==> src/rtl/univ_shift_register.sv <==
// Universal shift register: hold / shift right / shift left / parallel load, with a
// remaining-bit counter and registered empty flag. Optional UNIV_SREG_ROTATE_EN adds a `rot` input.
module univ_shift_register #(
  parameter int WIDTH = 4,
  parameter int CW    = $clog2(WIDTH+1)
) (
  input  logic             clk,
  input  logic             rst,
  input  logic             en,
  input  logic [1:0]       mode,
  input  logic [WIDTH-1:0] parallel_in,
  input  logic             ser_in_r,
  input  logic             ser_in_l,
`ifdef UNIV_SREG_ROTATE_EN
  input  logic             rot,
`endif
  output logic [WIDTH-1:0] parallel_out,
  output logic             ser_out_r,
  output logic             ser_out_l,
  output logic [CW-1:0]    count,
  output logic             empty
);

  typedef enum logic [1:0] {
    M_HOLD  = 2'b00,
    M_SHR   = 2'b01,
    M_SHL   = 2'b10,
    M_LOAD  = 2'b11
  } mode_e;

  logic [WIDTH-1:0] q_nxt;
  logic [CW-1:0]    cnt_nxt;
  logic [CW-1:0]    cnt_dec;
  logic             fill_r, fill_l;

  // Rotation just swaps the serial fill source for the bit falling off the other end.
`ifdef UNIV_SREG_ROTATE_EN
  assign fill_r = rot ? parallel_out[0]       : ser_in_r;
  assign fill_l = rot ? parallel_out[WIDTH-1] : ser_in_l;
`else
  assign fill_r = ser_in_r;
  assign fill_l = ser_in_l;
`endif

  assign cnt_dec   = (count == '0) ? '0 : count - CW'(1);
  assign ser_out_r = parallel_out[0];
  assign ser_out_l = parallel_out[WIDTH-1];

  always_comb begin
    q_nxt   = parallel_out;
    cnt_nxt = count;
    if (en) begin
      case (mode_e'(mode))
        M_SHR: begin
          q_nxt   = {fill_r, parallel_out[WIDTH-1:1]};
          cnt_nxt = cnt_dec;
        end
        M_SHL: begin
          q_nxt   = {parallel_out[WIDTH-2:0], fill_l};
          cnt_nxt = cnt_dec;
        end
        M_LOAD: begin
          q_nxt   = parallel_in;
          cnt_nxt = CW'(WIDTH);
        end
        default: ;
      endcase
    end
  end

  always_ff @(posedge clk) begin
    if (!rst) begin
      parallel_out <= '0;
      count        <= '0;
      empty        <= 1'b1;
    end else begin
      parallel_out <= q_nxt;
      count        <= cnt_nxt;
      empty        <= (cnt_nxt == '0);
    end
  end

endmodule
==> config.mk <==
export PLATFORM = sky130hd
export DESIGN_NAME = univ_shift_register
export DESIGN_NICKNAME = d
export VERILOG_FILES = /design/src/rtl/univ_shift_register.sv
export SDC_FILE = /design/constraint.sdc
export NUM_CORES = 1
export LEC_CHECK = 0
export CORE_MARGIN = 10
export CORE_UTILIZATION = 35
export CTS_CLUSTER_SIZE = 16
export DETAILED_ROUTE_END_ITERATION = 10
export GPL_TIMING_DRIVEN = 1
export PLACE_DENSITY = 0.66
export SYNTH_ARGS = -nofsm -noshare
export SYNTH_HDL_FRONTEND = slang
export SYNTH_SLANG_ARGS = --single-unit
==> constraint.sdc <==
create_clock -name clk -period 2.2 [get_ports clk]
set_clock_uncertainty 0.15 [all_clocks]
set_input_delay 0.33 -clock clk [delete_from_list [all_inputs] [get_ports clk]]
set_output_delay 0.33 -clock clk [all_outputs]
set_load 0.01 [all_outputs]
==> impl_metrics.csv <==
group,metric,value,unit
yosys,syn-num-nets,67,
yosys,synth_compound_area_share,25.8,%
yosys,ys_top_cells_by_area,"dfxtp_1 (35%), ha_1 (14%), a22oi_1 (6.6%)",
timing,grt_setup_unrepaired,"no",
global_route,grt.busiest_layer,"met2",
yosys,avgSynthCellArea,8.93,um2
yosys,syn_area,455,um2
timing,finalCritPeriodShare,79.0,%
worst_setup_path,path_cells,"clkdlybuf4s50_1 -> inv_1 -> ha_1 -> nor2b_4 -> a21boi_0 -> o21a_4 -> nor3_2",
worst_setup_path,cp_max_fo,7,
global_route,gr-usage-met2,12.0,%
floorplanning,dieWidth,56.1,um
worst_setup_path,cp-end-kind,"flip-flop",
worst_setup_path,crit_type,"in -> reg",
yosys,synthCells,51,
timing,slew_violations,0,
global_route,grt_pass1_wl,1930,um
timing,holdWs,0.367,ns
worst_setup_path,critPathMaxStageDelay,0.48,ns
floorplanning,dieArea,0.00314,mm2
clock_tree,path_clk_slew,0.06,ns
detailed_routing,num_vias,442,
floorplanning,std_cell_rows,12,
global_route,track_usage,7.58,%
timing,max_freq,576,MHz
yosys,synth_top_area_cell,"dfxtp_1",
yosys,synth-seq-cells,8,
clock_tree,cts_tree,"built",
worst_setup_path,critPathLaunchType,"primary input",
yosys,yosys.area_share.xor_xnor,0,%
timing,period_minus_slack,1.74,ns
clock_tree,cts_resized,0,
clock_tree,ctsLongestPathBuffers,2,
run,cap_violations,0,
timing,hold_violations,0,
detailed_routing,drc,0,
yosys,async_reset_ff_share,0,%
yosys,synth_top_family_by_area,"compound AO/OA/AOI/OAI gates",
floorplanning,initial_core_util,38.9,%
placed_design,portBuffers,20,
global_route,grt_start_max_net_pins,9,
power_and_ir_drop,p_total,0.000374,W
placed_design,dp_hpwl,905,um
layout,drive_above_1_share,12.5,%
clock_tree,cts_made_buffers,3,
global_route,grt-ovfl-total,0,
yosys,yosys_warnings,0,
timing,max-slew-margin-rel,80.2,%
floorplanning,die_y,56.1,um
power_and_ir_drop,p_per_area,550,mW/mm2
yosys,synth_cell_type_count,18,
detailed_routing,wl_per_cell,13.8,um
worst_setup_path,critPathTopFamily,"buffers and inverters",
worst_setup_path,crit_path_top_delay_cell,"clkdlybuf4s50_1",
clock_tree,clk_latency,0.26,ns
placed_design,placed_cells,83,
detailed_routing,drtIter0Drc,13,
global_route,grt_pass1_vias,427,
floorplanning,core_area,0.00117,mm2
yosys,synth-simple-area-share,17.0,%
yosys,synth_enable_flop_cells,0,
layout,fin_cells,86,
min_path,worstHoldPathType,"reg -> reg",
clock_tree,cts_setup_buffers,0,
power_and_ir_drop,ir_worst_vdd,0.319,mV
clock_tree,cts.sinks,8,
floorplanning,io_pins,21,
clock_tree,htree_num_levels,1,
global_route,met3_usage,5.01,%
layout,diodes,0,
yosys,synthMuxAreaShare,0,%
timing,worst_slew_pin_slew,0.296,ns
global_route,antenna_found_initial,0,
worst_setup_path,critPathRequiredTime,2.24,ns
detailed_routing,ant_nets,0,
layout,fill_cells,117,
yosys,synthTopCellsByCount,"dfxtp_1 (8), nand2_1 (6), ha_1 (5), o21ai_0 (5)",
yosys,seq_area_frac_synth,35.2,%
timing,tns,0,ns
yosys,synth_top_flop_cell,"dfxtp_1",
worst_setup_path,path_buf_inv,2,
detailed_routing,routed_via_density,5.14,
clock_tree,hold_buffers,0,
placed_design,gp_congestion,0.739,
global_route,gr-usage-met1,8.04,%
layout,fin_util,58.1,%
timing,setup_viol,0,
layout,area_growth,49.5,%
yosys,yosys.area_share.adder,13.7,%
clock_tree,cts_root_buf,"clkbuf_4",
worst_setup_path,cp.arrival,1.78,ns
detailed_routing,drt_wl_total,1180,um
yosys,synth.most_common_cell,"dfxtp_1",
status,status,"completed",
layout,final_nets,90,
yosys,yosysTopAreaCellShare,35.2,%
power_and_ir_drop,p_leak,0.279,nW
detailed_routing,dr.pass1.iters,4,
[state kept, by name, indices dropped and copies added, names as in the netlist]
register      count
count             3
parallel_out      4
empty             1
[power breakdown]
group / total [W] / internal, W / switching (W)
Sequential: 0.000164 / 0.000155 / 0.00000862
Clock: 0.000118 / 0.0000628 / 0.0000553
Combinational: 0.0000924 / 0.0000538 / 0.0000386
[cells by family (layout without fill, tap and decap cells)]
logic type,Yosys count,after routing
flops,8,8
simple gates,13,13
compound gates,18,18
buf+inv,7,28
fa+ha+maj,5,5
[final cells by class]
class / count / area (um2) / area share [%]
tap: 14 / 17.5 / 2.57
clock buffer: 3 / 22.5 / 3.31
inverter: 4 / 15.0 / 2.21
multi-input combinational: 36 / 258 / 37.9
timing repair buffer: 21 / 208 / 30.5
sequential: 8 / 160 / 23.5
[worst paths after layout]
kind | from | end | slack (ns) | cells after the start
setup reg to reg | count[0]$_SDFF_PN0_ | empty$_SDFF_PN1_ | 0.87 | 6
hold / removal | parallel_out[2]$_SDFFE_PN0P_ | parallel_out[1]$_SDFFE_PN0P_ | 0.37 | 2
hold reg to reg | parallel_out[2]$_SDFFE_PN0P_ | parallel_out[1]$_SDFFE_PN0P_ | 0.37 | 2
setup / recovery | mode[0] | empty$_SDFF_PN1_ | 0.46 | 7
[routing by layer]
layer  wire length (um)  vias up
met1                506      201
met5                  0        -
met4                  8        0
met2                570       17
li1                   -      222
met3                 97        2
[per-stage QoR]
step                      instance area [um2]  worst slack, ns
after floorplan                           455            0.773
after global placement                    658            0.224
after detailed placement                  658            0.188
after CTS                                 681            0.465
after global routing                      681            0.374
final                                     681            0.462
[layout by cell type, fill, tap and decap left out]
cell type	n
nor2b_4	1
dfxtp_1	8
nor2_1	2
clkdlybuf4s50_1	20
nand2_1	6
a21oi_1	2
nor3_2	1
a22oi_1	4
and4_4	1
o21a_4	1
clkbuf_4	3
a21boi_0	1
ha_1	5
o21ai_1	1
nand4_1	1
buf_4	1
a31oi_1	4
o21ai_0	5
nor2_2	1
inv_1	4
[tightest hold or removal path: stages, from the launching register on]
cell	delay, ns
dfxtp_1	0.33
nand2_1	0.07
a31oi_1	0.07
Power figures use the tool's default switching activity.
